## src/rtl/control_pkg.sv

```systemverilog
// Shared definitions for the multicycle MIPS-subset control unit: state encoding,
// instruction field constants, ALU codes, datapath mux selects and the control bus.
package control_pkg;

    // Constant the datapath drives onto the register write port when WD_REG selects it.
    localparam int unsigned SP_INIT = 227;

    typedef enum logic [4:0] {
        S_RST  = 5'd0,
        S_F0   = 5'd1,
        S_F1   = 5'd2,
        S_F2   = 5'd3,
        S_DEC  = 5'd4,
        S_REX  = 5'd5,
        S_RWB  = 5'd6,
        S_IEX  = 5'd7,
        S_IWB  = 5'd8,
        S_MADR = 5'd9,
        S_LR0  = 5'd10,
        S_LR1  = 5'd11,
        S_LWB  = 5'd12,
        S_SWR  = 5'd13,
        S_BR   = 5'd14,
        S_JMP  = 5'd15,
        S_JAL  = 5'd16,
        S_JR   = 5'd17,
        S_RTE  = 5'd18,
        S_EXC0 = 5'd19,
        S_EXC1 = 5'd20,
        S_EXC2 = 5'd21
    } state_t;

    localparam logic [5:0] OP_RTYPE = 6'h00;
    localparam logic [5:0] OP_J     = 6'h02;
    localparam logic [5:0] OP_JAL   = 6'h03;
    localparam logic [5:0] OP_BEQ   = 6'h04;
    localparam logic [5:0] OP_BNE   = 6'h05;
    localparam logic [5:0] OP_ADDI  = 6'h08;
    localparam logic [5:0] OP_ADDIU = 6'h09;
    localparam logic [5:0] OP_LW    = 6'h23;
    localparam logic [5:0] OP_SW    = 6'h2B;

    localparam logic [5:0] FN_JR  = 6'h08;
    localparam logic [5:0] FN_RTE = 6'h13;
    localparam logic [5:0] FN_ADD = 6'h20;
    localparam logic [5:0] FN_SUB = 6'h22;
    localparam logic [5:0] FN_AND = 6'h24;

    localparam logic [2:0] ALU_PASSA = 3'b000;
    localparam logic [2:0] ALU_ADD   = 3'b001;
    localparam logic [2:0] ALU_SUB   = 3'b010;
    localparam logic [2:0] ALU_AND   = 3'b011;
    localparam logic [2:0] ALU_CMP   = 3'b111;

    localparam logic [2:0] IORD_PC     = 3'd0;
    localparam logic [2:0] IORD_EXC    = 3'd1;
    localparam logic [2:0] IORD_ALUOUT = 3'd2;
    localparam logic [2:0] IORD_ALURES = 3'd3;

    localparam logic [1:0] EXC_BADOP = 2'd0;
    localparam logic [1:0] EXC_OVF   = 2'd1;

    localparam logic [2:0] WR_RT = 3'd0;
    localparam logic [2:0] WR_RD = 3'd1;
    localparam logic [2:0] WR_RA = 3'd2;
    localparam logic [2:0] WR_SP = 3'd3;

    localparam logic [3:0] WD_ALUOUT = 4'd0;
    localparam logic [3:0] WD_LOAD   = 4'd1;
    localparam logic [3:0] WD_PC     = 4'd2;
    localparam logic [3:0] WD_SPINIT = 4'd3;

    localparam logic [2:0] SRCA_PC   = 3'd0;
    localparam logic [2:0] SRCA_A    = 3'd1;
    localparam logic [2:0] SRCA_ZERO = 3'd2;

    localparam logic [2:0] SRCB_B    = 3'd0;
    localparam logic [2:0] SRCB_FOUR = 3'd1;
    localparam logic [2:0] SRCB_IMM  = 3'd2;
    localparam logic [2:0] SRCB_SHL2 = 3'd3;

    localparam logic [2:0] PCS_ALURES = 3'd0;
    localparam logic [2:0] PCS_ALUOUT = 3'd1;
    localparam logic [2:0] PCS_JUMP   = 3'd2;
    localparam logic [2:0] PCS_EPC    = 3'd3;

    typedef struct packed {
        logic       pc_write;
        logic       load_ab;
        logic       aluout_load;
        logic       epc_write;
        logic       mem_write;
        logic       mem_read;
        logic       ir_write;
        logic       reg_write;
        logic [2:0] iord;
        logic [1:0] exc_sel;
        logic [2:0] wr_reg;
        logic [3:0] wd_reg;
        logic [2:0] alu_src_a;
        logic [2:0] alu_src_b;
        logic [2:0] pc_source;
        logic [2:0] alu_op;
        logic       sing_ex_ctrl;
    } ctrl_t;

    function automatic logic [2:0] rtype_alu_op(input logic [5:0] fn);
        logic [2:0] op;
        op = ALU_ADD;
        if (fn == FN_SUB) op = ALU_SUB;
        if (fn == FN_AND) op = ALU_AND;
        return op;
    endfunction

endpackage

```

## src/rtl/control_unit.sv

```systemverilog
// Multicycle MIPS-subset control FSM: registered state, Moore output decode with one
// Mealy term (branch PcWrite), and an exception sequence that vectors through a handler byte.
module control_unit
    import control_pkg::*;
(
    input  logic       clk,
    input  logic       reset,
    input  logic [5:0] opcode,
    input  logic [5:0] funct,
    input  logic       alu_overflow,
    input  logic       alu_eq,
    output logic       PcWrite,
    output logic       Load_AB,
    output logic       ALUOut_Load,
    output logic       EPCwrite,
    output logic       MemWrite,
    output logic       MemRead,
    output logic       IRWrite,
    output logic       RegWrite,
    output logic [2:0] IorD,
    output logic [1:0] ExcSel,
    output logic [2:0] WR_REG,
    output logic [3:0] WD_REG,
    output logic [2:0] ALUSrcA,
    output logic [2:0] ALUSrcB,
    output logic [2:0] PcSource,
    output logic [2:0] ALUOp,
    output logic       SingExCtrl,
    output logic [1:0] LoadCtrl,
    output logic [1:0] StoreCtrl,
    output logic [4:0] state_dbg
);

    state_t     state_q, state_d;
    logic [1:0] excsel_q, excsel_d;
    ctrl_t      ctrl;
    ctrl_t      ctrl_o;

    always_ff @(posedge clk or posedge reset) begin
        if (reset) begin
            state_q  <= S_RST;
            excsel_q <= EXC_BADOP;
        end else begin
            state_q  <= state_d;
            excsel_q <= excsel_d;
        end
    end

    always_comb begin
        state_d  = state_q;
        excsel_d = excsel_q;
        case (state_q)
            S_RST: state_d = S_F0;
            S_F0:  state_d = S_F1;
            S_F1:  state_d = S_F2;
            S_F2:  state_d = S_DEC;
            S_DEC: begin
                case (opcode)
                    OP_RTYPE: begin
                        case (funct)
                            FN_ADD, FN_SUB, FN_AND: state_d = S_REX;
                            FN_JR:                  state_d = S_JR;
                            FN_RTE:                 state_d = S_RTE;
                            default: begin
                                state_d  = S_EXC0;
                                excsel_d = EXC_BADOP;
                            end
                        endcase
                    end
                    OP_ADDI, OP_ADDIU: state_d = S_IEX;
                    OP_LW, OP_SW:      state_d = S_MADR;
                    OP_BEQ, OP_BNE:    state_d = S_BR;
                    OP_J:              state_d = S_JMP;
                    OP_JAL:            state_d = S_JAL;
                    default: begin
                        state_d  = S_EXC0;
                        excsel_d = EXC_BADOP;
                    end
                endcase
            end
            // and never traps; the faulting add/sub skips its write-back entirely
            S_REX: begin
                if (alu_overflow && (funct != FN_AND)) begin
                    state_d  = S_EXC0;
                    excsel_d = EXC_OVF;
                end else begin
                    state_d = S_RWB;
                end
            end
            S_IEX: begin
                if (alu_overflow && (opcode == OP_ADDI)) begin
                    state_d  = S_EXC0;
                    excsel_d = EXC_OVF;
                end else begin
                    state_d = S_IWB;
                end
            end
            S_MADR: state_d = (opcode == OP_LW) ? S_LR0 : S_SWR;
            S_LR0:  state_d = S_LR1;
            S_LR1:  state_d = S_LWB;
            S_JAL:  state_d = S_JMP;
            S_EXC0: state_d = S_EXC1;
            S_EXC1: state_d = S_EXC2;
            S_RWB, S_IWB, S_LWB, S_SWR, S_BR, S_JMP, S_JR, S_RTE, S_EXC2:
                state_d = S_F0;
            default: state_d = S_RST;
        endcase
    end

    always_comb begin
        ctrl = '0;
        case (state_q)
            S_RST: begin
                ctrl.wr_reg    = WR_SP;
                ctrl.wd_reg    = WD_SPINIT;
                ctrl.reg_write = 1'b1;
            end
            S_F0, S_F1: begin
                ctrl.iord      = IORD_PC;
                ctrl.mem_read  = 1'b1;
                ctrl.alu_src_a = SRCA_PC;
                ctrl.alu_src_b = SRCB_FOUR;
                ctrl.alu_op    = ALU_ADD;
            end
            S_F2: begin
                ctrl.ir_write  = 1'b1;
                ctrl.pc_source = PCS_ALURES;
                ctrl.pc_write  = 1'b1;
                ctrl.alu_src_a = SRCA_PC;
                ctrl.alu_src_b = SRCB_FOUR;
                ctrl.alu_op    = ALU_ADD;
            end
            S_DEC: begin
                ctrl.load_ab     = 1'b1;
                ctrl.alu_src_a   = SRCA_PC;
                ctrl.alu_src_b   = SRCB_SHL2;
                ctrl.alu_op      = ALU_ADD;
                ctrl.aluout_load = 1'b1;
            end
            S_REX: begin
                ctrl.alu_src_a   = SRCA_A;
                ctrl.alu_src_b   = SRCB_B;
                ctrl.alu_op      = rtype_alu_op(funct);
                ctrl.aluout_load = 1'b1;
            end
            S_RWB: begin
                ctrl.wr_reg    = WR_RD;
                ctrl.wd_reg    = WD_ALUOUT;
                ctrl.reg_write = 1'b1;
            end
            S_IEX, S_MADR: begin
                ctrl.alu_src_a   = SRCA_A;
                ctrl.alu_src_b   = SRCB_IMM;
                ctrl.alu_op      = ALU_ADD;
                ctrl.aluout_load = 1'b1;
            end
            S_IWB: begin
                ctrl.wr_reg    = WR_RT;
                ctrl.wd_reg    = WD_ALUOUT;
                ctrl.reg_write = 1'b1;
            end
            S_LR0, S_LR1: begin
                ctrl.iord     = IORD_ALUOUT;
                ctrl.mem_read = 1'b1;
            end
            S_LWB: begin
                ctrl.wr_reg    = WR_RT;
                ctrl.wd_reg    = WD_LOAD;
                ctrl.reg_write = 1'b1;
            end
            S_SWR: begin
                ctrl.iord      = IORD_ALUOUT;
                ctrl.mem_write = 1'b1;
            end
            // Only Mealy term: the compare result is consumed in the same cycle it is produced
            S_BR: begin
                ctrl.alu_src_a = SRCA_A;
                ctrl.alu_src_b = SRCB_B;
                ctrl.alu_op    = ALU_CMP;
                ctrl.pc_source = PCS_ALUOUT;
                ctrl.pc_write  = ((opcode == OP_BEQ) && alu_eq) ||
                                 ((opcode == OP_BNE) && !alu_eq);
            end
            S_JMP: begin
                ctrl.pc_source = PCS_JUMP;
                ctrl.pc_write  = 1'b1;
            end
            S_JAL: begin
                ctrl.wr_reg    = WR_RA;
                ctrl.wd_reg    = WD_PC;
                ctrl.reg_write = 1'b1;
            end
            S_JR: begin
                ctrl.alu_src_a = SRCA_A;
                ctrl.alu_op    = ALU_PASSA;
                ctrl.pc_source = PCS_ALURES;
                ctrl.pc_write  = 1'b1;
            end
            S_RTE: begin
                ctrl.pc_source = PCS_EPC;
                ctrl.pc_write  = 1'b1;
            end
            S_EXC0: begin
                ctrl.exc_sel   = excsel_q;
                ctrl.iord      = IORD_EXC;
                ctrl.mem_read  = 1'b1;
                ctrl.alu_src_a = SRCA_PC;
                ctrl.alu_src_b = SRCB_FOUR;
                ctrl.alu_op    = ALU_SUB;
                ctrl.epc_write = 1'b1;
            end
            S_EXC1: begin
                ctrl.exc_sel  = excsel_q;
                ctrl.iord     = IORD_EXC;
                ctrl.mem_read = 1'b1;
            end
            S_EXC2: begin
                ctrl.exc_sel      = excsel_q;
                ctrl.sing_ex_ctrl = 1'b1;
                ctrl.alu_src_a    = SRCA_ZERO;
                ctrl.alu_src_b    = SRCB_IMM;
                ctrl.alu_op       = ALU_ADD;
                ctrl.pc_source    = PCS_ALURES;
                ctrl.pc_write     = 1'b1;
            end
            default: ctrl = '0;
        endcase
    end

    // RST decodes a register write, so the bus is forced quiet while reset is held
    assign ctrl_o = reset ? '0 : ctrl;

    assign PcWrite     = ctrl_o.pc_write;
    assign Load_AB     = ctrl_o.load_ab;
    assign ALUOut_Load = ctrl_o.aluout_load;
    assign EPCwrite    = ctrl_o.epc_write;
    assign MemWrite    = ctrl_o.mem_write;
    assign MemRead     = ctrl_o.mem_read;
    assign IRWrite     = ctrl_o.ir_write;
    assign RegWrite    = ctrl_o.reg_write;
    assign IorD        = ctrl_o.iord;
    assign ExcSel      = ctrl_o.exc_sel;
    assign WR_REG      = ctrl_o.wr_reg;
    assign WD_REG      = ctrl_o.wd_reg;
    assign ALUSrcA     = ctrl_o.alu_src_a;
    assign ALUSrcB     = ctrl_o.alu_src_b;
    assign PcSource    = ctrl_o.pc_source;
    assign ALUOp       = ctrl_o.alu_op;
    assign SingExCtrl  = ctrl_o.sing_ex_ctrl;
    assign LoadCtrl    = 2'b00;
    assign StoreCtrl   = 2'b00;
    assign state_dbg   = state_q;

endmodule

```

## config.mk

```make
export PLATFORM = sky130hd
export DESIGN_NAME = control_unit
export DESIGN_NICKNAME = d
export VERILOG_FILES = /design/src/rtl/control_pkg.sv /design/src/rtl/control_unit.sv
export SDC_FILE = /design/constraint.sdc
export NUM_CORES = 1
export LEC_CHECK = 0
export BUFFER_PORTS_ARGS = -buffer_cell sky130_fd_sc_hd__buf_2
export CAP_MARGIN = 30
export CORE_AREA = 2 2 60 62
export CTS_CLUSTER_DIAMETER = 30
export DETAILED_ROUTE_END_ITERATION = 6
export DIE_AREA = 0 0 62 64
export GPL_TIMING_DRIVEN = 0
export PLACE_DENSITY = 0.75
export SLEW_MARGIN = 10
export SYNTH_ARGS = -nofsm -noshare
export SYNTH_HDL_FRONTEND = slang
export SYNTH_SLANG_ARGS = --single-unit
```

## constraint.sdc

```tcl
create_clock -name clk -period 1.3 [get_ports clk]
set_input_delay 0.13 -clock clk [delete_from_list [all_inputs] [get_ports clk]]
set_output_delay 0.13 -clock clk [all_outputs]
set_load 0.1 [all_outputs]
```

==> metrics.md, run 1 <==
| Metric | Value |
|---|---|
| I/O Buffers | `39` |
| Worst setup endpoint GRT | `PcSource[1]` |
| Worst-path end type | `top-level output` |
| List of most frequent post-synthesis cells | `24 x nor2_1, 19 x a21oi_1, 17 x nand2_1` |
| Routability cong. | `around 0.89` |
| H-tree levels | `1` |
| Chip Width | `62 um` |
| Register area share after synthesis | `a little over a tenth` |
| Compound-Gate Fraction of Synth Area | `29.8%` |
| Failed at | `global routing` |
| Post-synthesis mux area share | `0.707%` |
| Seq cells post-synth | `6` |
| CTS max path bufs | `2` |
| FFs w/ async S/R, synth | `100%` |
| Post-synthesis xor/xnor area fraction | `around 3.7%` |
| Die height | `64 um` |
| Simple-Gate Fraction of Synth Area | `37.4%` |
| Adder-Cell Fraction of Synth Area | `0%` |
| Starting density of the core | `43.1%` |
| Leading area contributor after synthesis | `dfrtp_1` |
| Detailed placer's ending HPWL | `3580 um` |
| Share of the synthesized area in the top cell type | `10.6%` |
| # placed instances | `311` |
| Status | `did not finish` |
| Syn Area/Cell | `6.59 um2` |
| EDFF count, synth | `0` |
| Synthesized area | `0.00142 mm2` |
| Syn Inst Count | `215` |
| Cell row count | `21` |
| Largest net degree at the start of global routing | `11` |
| Largest family of logic cells by synthesized area | `simple AND/OR/NAND/NOR gates` |
| CTS root buffer | `clkbuf_4` |
| Clock Sinks | `6` |
| Library cells used by synthesis | `57` |
| First Err | `[ERROR DPL-0038] Utilization greater than 100%, impossible to legalize` |
| Top-count cell post-synth | `nor2_1` |
| Top post-synthesis cells by area | `dfrtp_1 11%, buf_4 8.0%, a21oi_1 6.7%` |
| Synth warnings | `0` |
| TritonCTS buffer count | `3` |
| # IOs | `58` |
| Top FF cell, synth | `dfrtp_1` |
kinds of logic after synthesis:
group	Yosys count
multiplexers	1
other	1
buffers and inverters	42
flip-flops	6
AND/OR/NAND/NOR	95
AO/OA/AOI/OAI	64
XOR/XNOR	6
per-stage QoR:
stage / setup slack (ns) / area [um2]
after floorplan: -1.17 / 1860
after CTS: -0.661 / 3050
after detailed placement: -0.829 / 2110
after global placement: -0.816 / 2110
repair_timing:
action | CTS
hold endpoints to repair | 0
gates resized for setup | 166
hold buffers | 0
setup buffers | 25
endpoints found under the setup margin | 33
pin swaps | 25
gates cloned | 1
==> inputs of run 2 (changes only) <==
- CORE_AREA: 2 2 60 62 -> 2 2 66 68
- CTS_CLUSTER_DIAMETER: 30 -> unset
- DIE_AREA: 0 0 62 64 -> 0 0 68 70
- PLACE_DENSITY: 0.75 -> unset
- PLACE_DENSITY_LB_ADDON: unset -> 0.15
- clock period: 1.3 -> 1.7 ns (I/O delays scaled with it)
==> metrics.md, run 2 <==
| Metric | Value |
|---|---|
| Vias per cell | `between 5 and 6` |
| Final #Nets | `306` |
| Worst-Skew Late Latency | `0.22 ns` |
| Cell row count | `24 (was 21)` |
| Top-count cell post-synth | `nor2_1 (unchanged)` |
| Iteration-0 DRC Markers | `134` |
| Top post-synthesis cells by area | `dfrtp_1 11%, buf_4 8.0%, a21oi_1 6.7% (unchanged)` |
| DR pass1 iterations | `4` |
| Max Cap Viol | `0` |
| Vias in the first global route | `1752` |
| Chip Width | `68 um (was 62 um)` |
| Most frequent cells in the layout | `29 x buf_4, 27 x buf_12, 18 x buf_2` |
| WP data arrival | `1.87 ns` |
| Antenna Nets Post-Route | `0` |
| Largest net degree at the start of global routing | `12` |
| Register-to-Register Path Depth | `8` |
| DP Area | `0.00210 mm2 (was 0.00211 mm2)` |
| Register area share after synthesis | `10.6% (unchanged)` |
| Global-route wire length before repair | `about 8900 um` |
| Commonest non-fill, non-tap cell in the layout | `buf_4` |
| Startpoint Class | `register` |
| Gr usage total | `23.9%` |
| Starting density of the core | `34.2% (was 43.1%)` |
| Count of final setup violators | `25` |
| Max reg flops | `5` |
| Fin crit share | `120%` |
| Total global routing overflow | `0` |
| Min Clock Period, post-route | `around 2.0 ns` |
| Detailed placer's ending HPWL | `3720 um (was 3580 um)` |
| CTS max path bufs | `2 (unchanged)` |
| Status | `finished, violations left (was did not finish)` |
| Syn Area/Cell | `6.59 um2 (unchanged)` |
| Final hold violations | `0` |
| FFs w/ async S/R, synth | `100% (unchanged)` |
| Final core utilization | `71.7%` |
| Worst Hold Class | `input port to asynchronous set/reset pin` |
| H-tree levels | `1 (unchanged)` |
| Share of layout cells above drive strength 1 | `between 60% and 70%` |
| Hold-fix buffers, CTS | `0 (unchanged)` |
| Share of the synthesized area in the top cell type | `10.6% (unchanged)` |
| Syn Inst Count | `215 (unchanged)` |
| # placed instances | `317 (was 311)` |
| Library cells used by synthesis | `57 (unchanged)` |
| Synthesized area | `0.00142 mm2 (unchanged)` |
| Top FF cell, synth | `dfrtp_1 (unchanged)` |
| DRC errors left | `0` |
| Reg-to-reg slack, setup | `0.03 ns` |
| Worst Path Required | `between 1.5 and 2 ns` |
| Final worst setup slack | `-0.345 ns` |
| List of most frequent post-synthesis cells | `24 x nor2_1, 19 x a21oi_1, 17 x nand2_1 (unchanged)` |
| Layout Cells excl Fill | `341` |
| Via count | `1921` |
| Fillers | `295` |
| Clock Sinks | `6 (unchanged)` |
| Initial antenna violation count | `0` |
| Antenna diodes | `0` |
| I/O Buffers | `39 (unchanged)` |
| CTS tree | `built` |
| Fmax | `0.489 GHz` |
| CTS root buffer | `clkbuf_8 (was clkbuf_4)` |
| Slew Limit Fails | `0` |
| Crit end category | `primary output` |
| WL/cell | `17.9 um` |
| Die height | `70 um (was 64 um)` |
| Worst slack, placed | `-0.438 ns (was -0.829 ns)` |
| Slew @ Worst Pin | `0.649 ns` |
| Failing checks | `setup timing` |
| Crit path max fanout | `11` |
| EDFF count, synth | `0 (unchanged)` |
| TritonCTS buffer count | `3 (unchanged)` |
| P&R area growth vs syn | `110%` |
| Synth warnings | `0 (unchanged)` |
| Worst-path clk slew | `0.04 ns` |
| Slew headroom | `a little under three fifths` |
| Die area | `0.00476 mm2` |
| RSZ-0062 raised after global routing | `yes` |
| Routability cong. | `0.858 (was 0.890)` |
| Core Box Area | `0.00414 mm2` |
| Seq cells post-synth | `6 (unchanged)` |
| # IOs | `58 (unchanged)` |
| Crit Path Class | `register to primary output` |
| Leading area contributor after synthesis | `dfrtp_1 (unchanged)` |
| Final WL | `6090 um` |
| Design area | `0.00297 mm2` |
| Fin Clk Skew | `0.00573 ns` |
[run 2: cell counts after synthesis]
No cell type changed its count.
[run 2: critical path, stage by stage (launching register included)]
cell      delay (ns)
dfrtp_4         0.58
buf_6           0.20
o211ai_1        0.23
o211ai_1        0.23
a21oi_4         0.20
buf_12          0.20
[run 2: metrics by stage]
stage / hold slack (ns) / TNS [ns]
6_report: 0.207 / -4.55
5_1_grt: 0.234 / -5.94
4_1_cts: 0.194 / -3.35
3_5_place_dp: 0.517 / -5.53
3_3_place_gp: 0.529 / -5.62
2_1_floorplan: 0.370 / -9.47
[run 2: area by class of cell]
| type | count | area, um2 | share of cell area (%) |
|---|---|---|---|
| Tap cell | 52 | 65.1 | 2.19 |
| Inverter | 9 | 62.6 | 2.11 |
| Clock buffer | 4 | 45.0 | 1.52 |
| Timing Repair Buffer | 61 | 771 | 25.9 |
| Buffer | 31 | 289 | 9.73 |
| Multi-Input combinational cell | 178 | 1570 | 52.8 |
| Sequential cell | 6 | 169 | 5.69 |
[run 2: routing by layer]
| layer | vias up | routed length [um] | GRT usage, % |
|---|---|---|---|
| met3 | 11 | 344 | 2.90 |
| met5 | - | 0 | 0 |
| met1 | 908 | 2450 | 33.4 |
| met4 | 0 | 135 | 4.67 |
| li1 | 905 | - | - |
| met2 | 97 | 3160 | 39.3 |
[run 2: repair_timing]
item                                    in CTS  in global routing
resized for setup                          141                 23
pin swaps                                   17                 17
endpoints found under the setup margin      26                 25
setup buffers                               10                 12
[run 2: worst paths after layout]
path                                    from           end
worst max-delay path            state_dbg[0]      ALUOp[0]
worst min-delay path                   reset  state_dbg[0]
worst max register to register  state_dbg[4]  state_dbg[0]
worst min register to register   excsel_q[0]   excsel_q[0]
max in group asynchronous              reset  state_dbg[1]
min in group clk                alu_overflow  state_dbg[4]
[run 2: cells by family (layout without fill, tap and decap cells)]
family	count (synthesis)	in the layout	share of synthesized area [%]
and+or+nand+nor	95	95	37.4
other	1	12	0.265
muxes	1	1	0.707
buffers and inverters	42	105	17.6
DFF	6	6	10.6
xor gates and xnor gates	6	6	3.71
AOI/OAI and AO/OA	64	64	29.8
Power of run 2 is left out: the tool's default activity adds up to more than one toggle a clock period on the data nets, which glitch-free logic cannot reach.
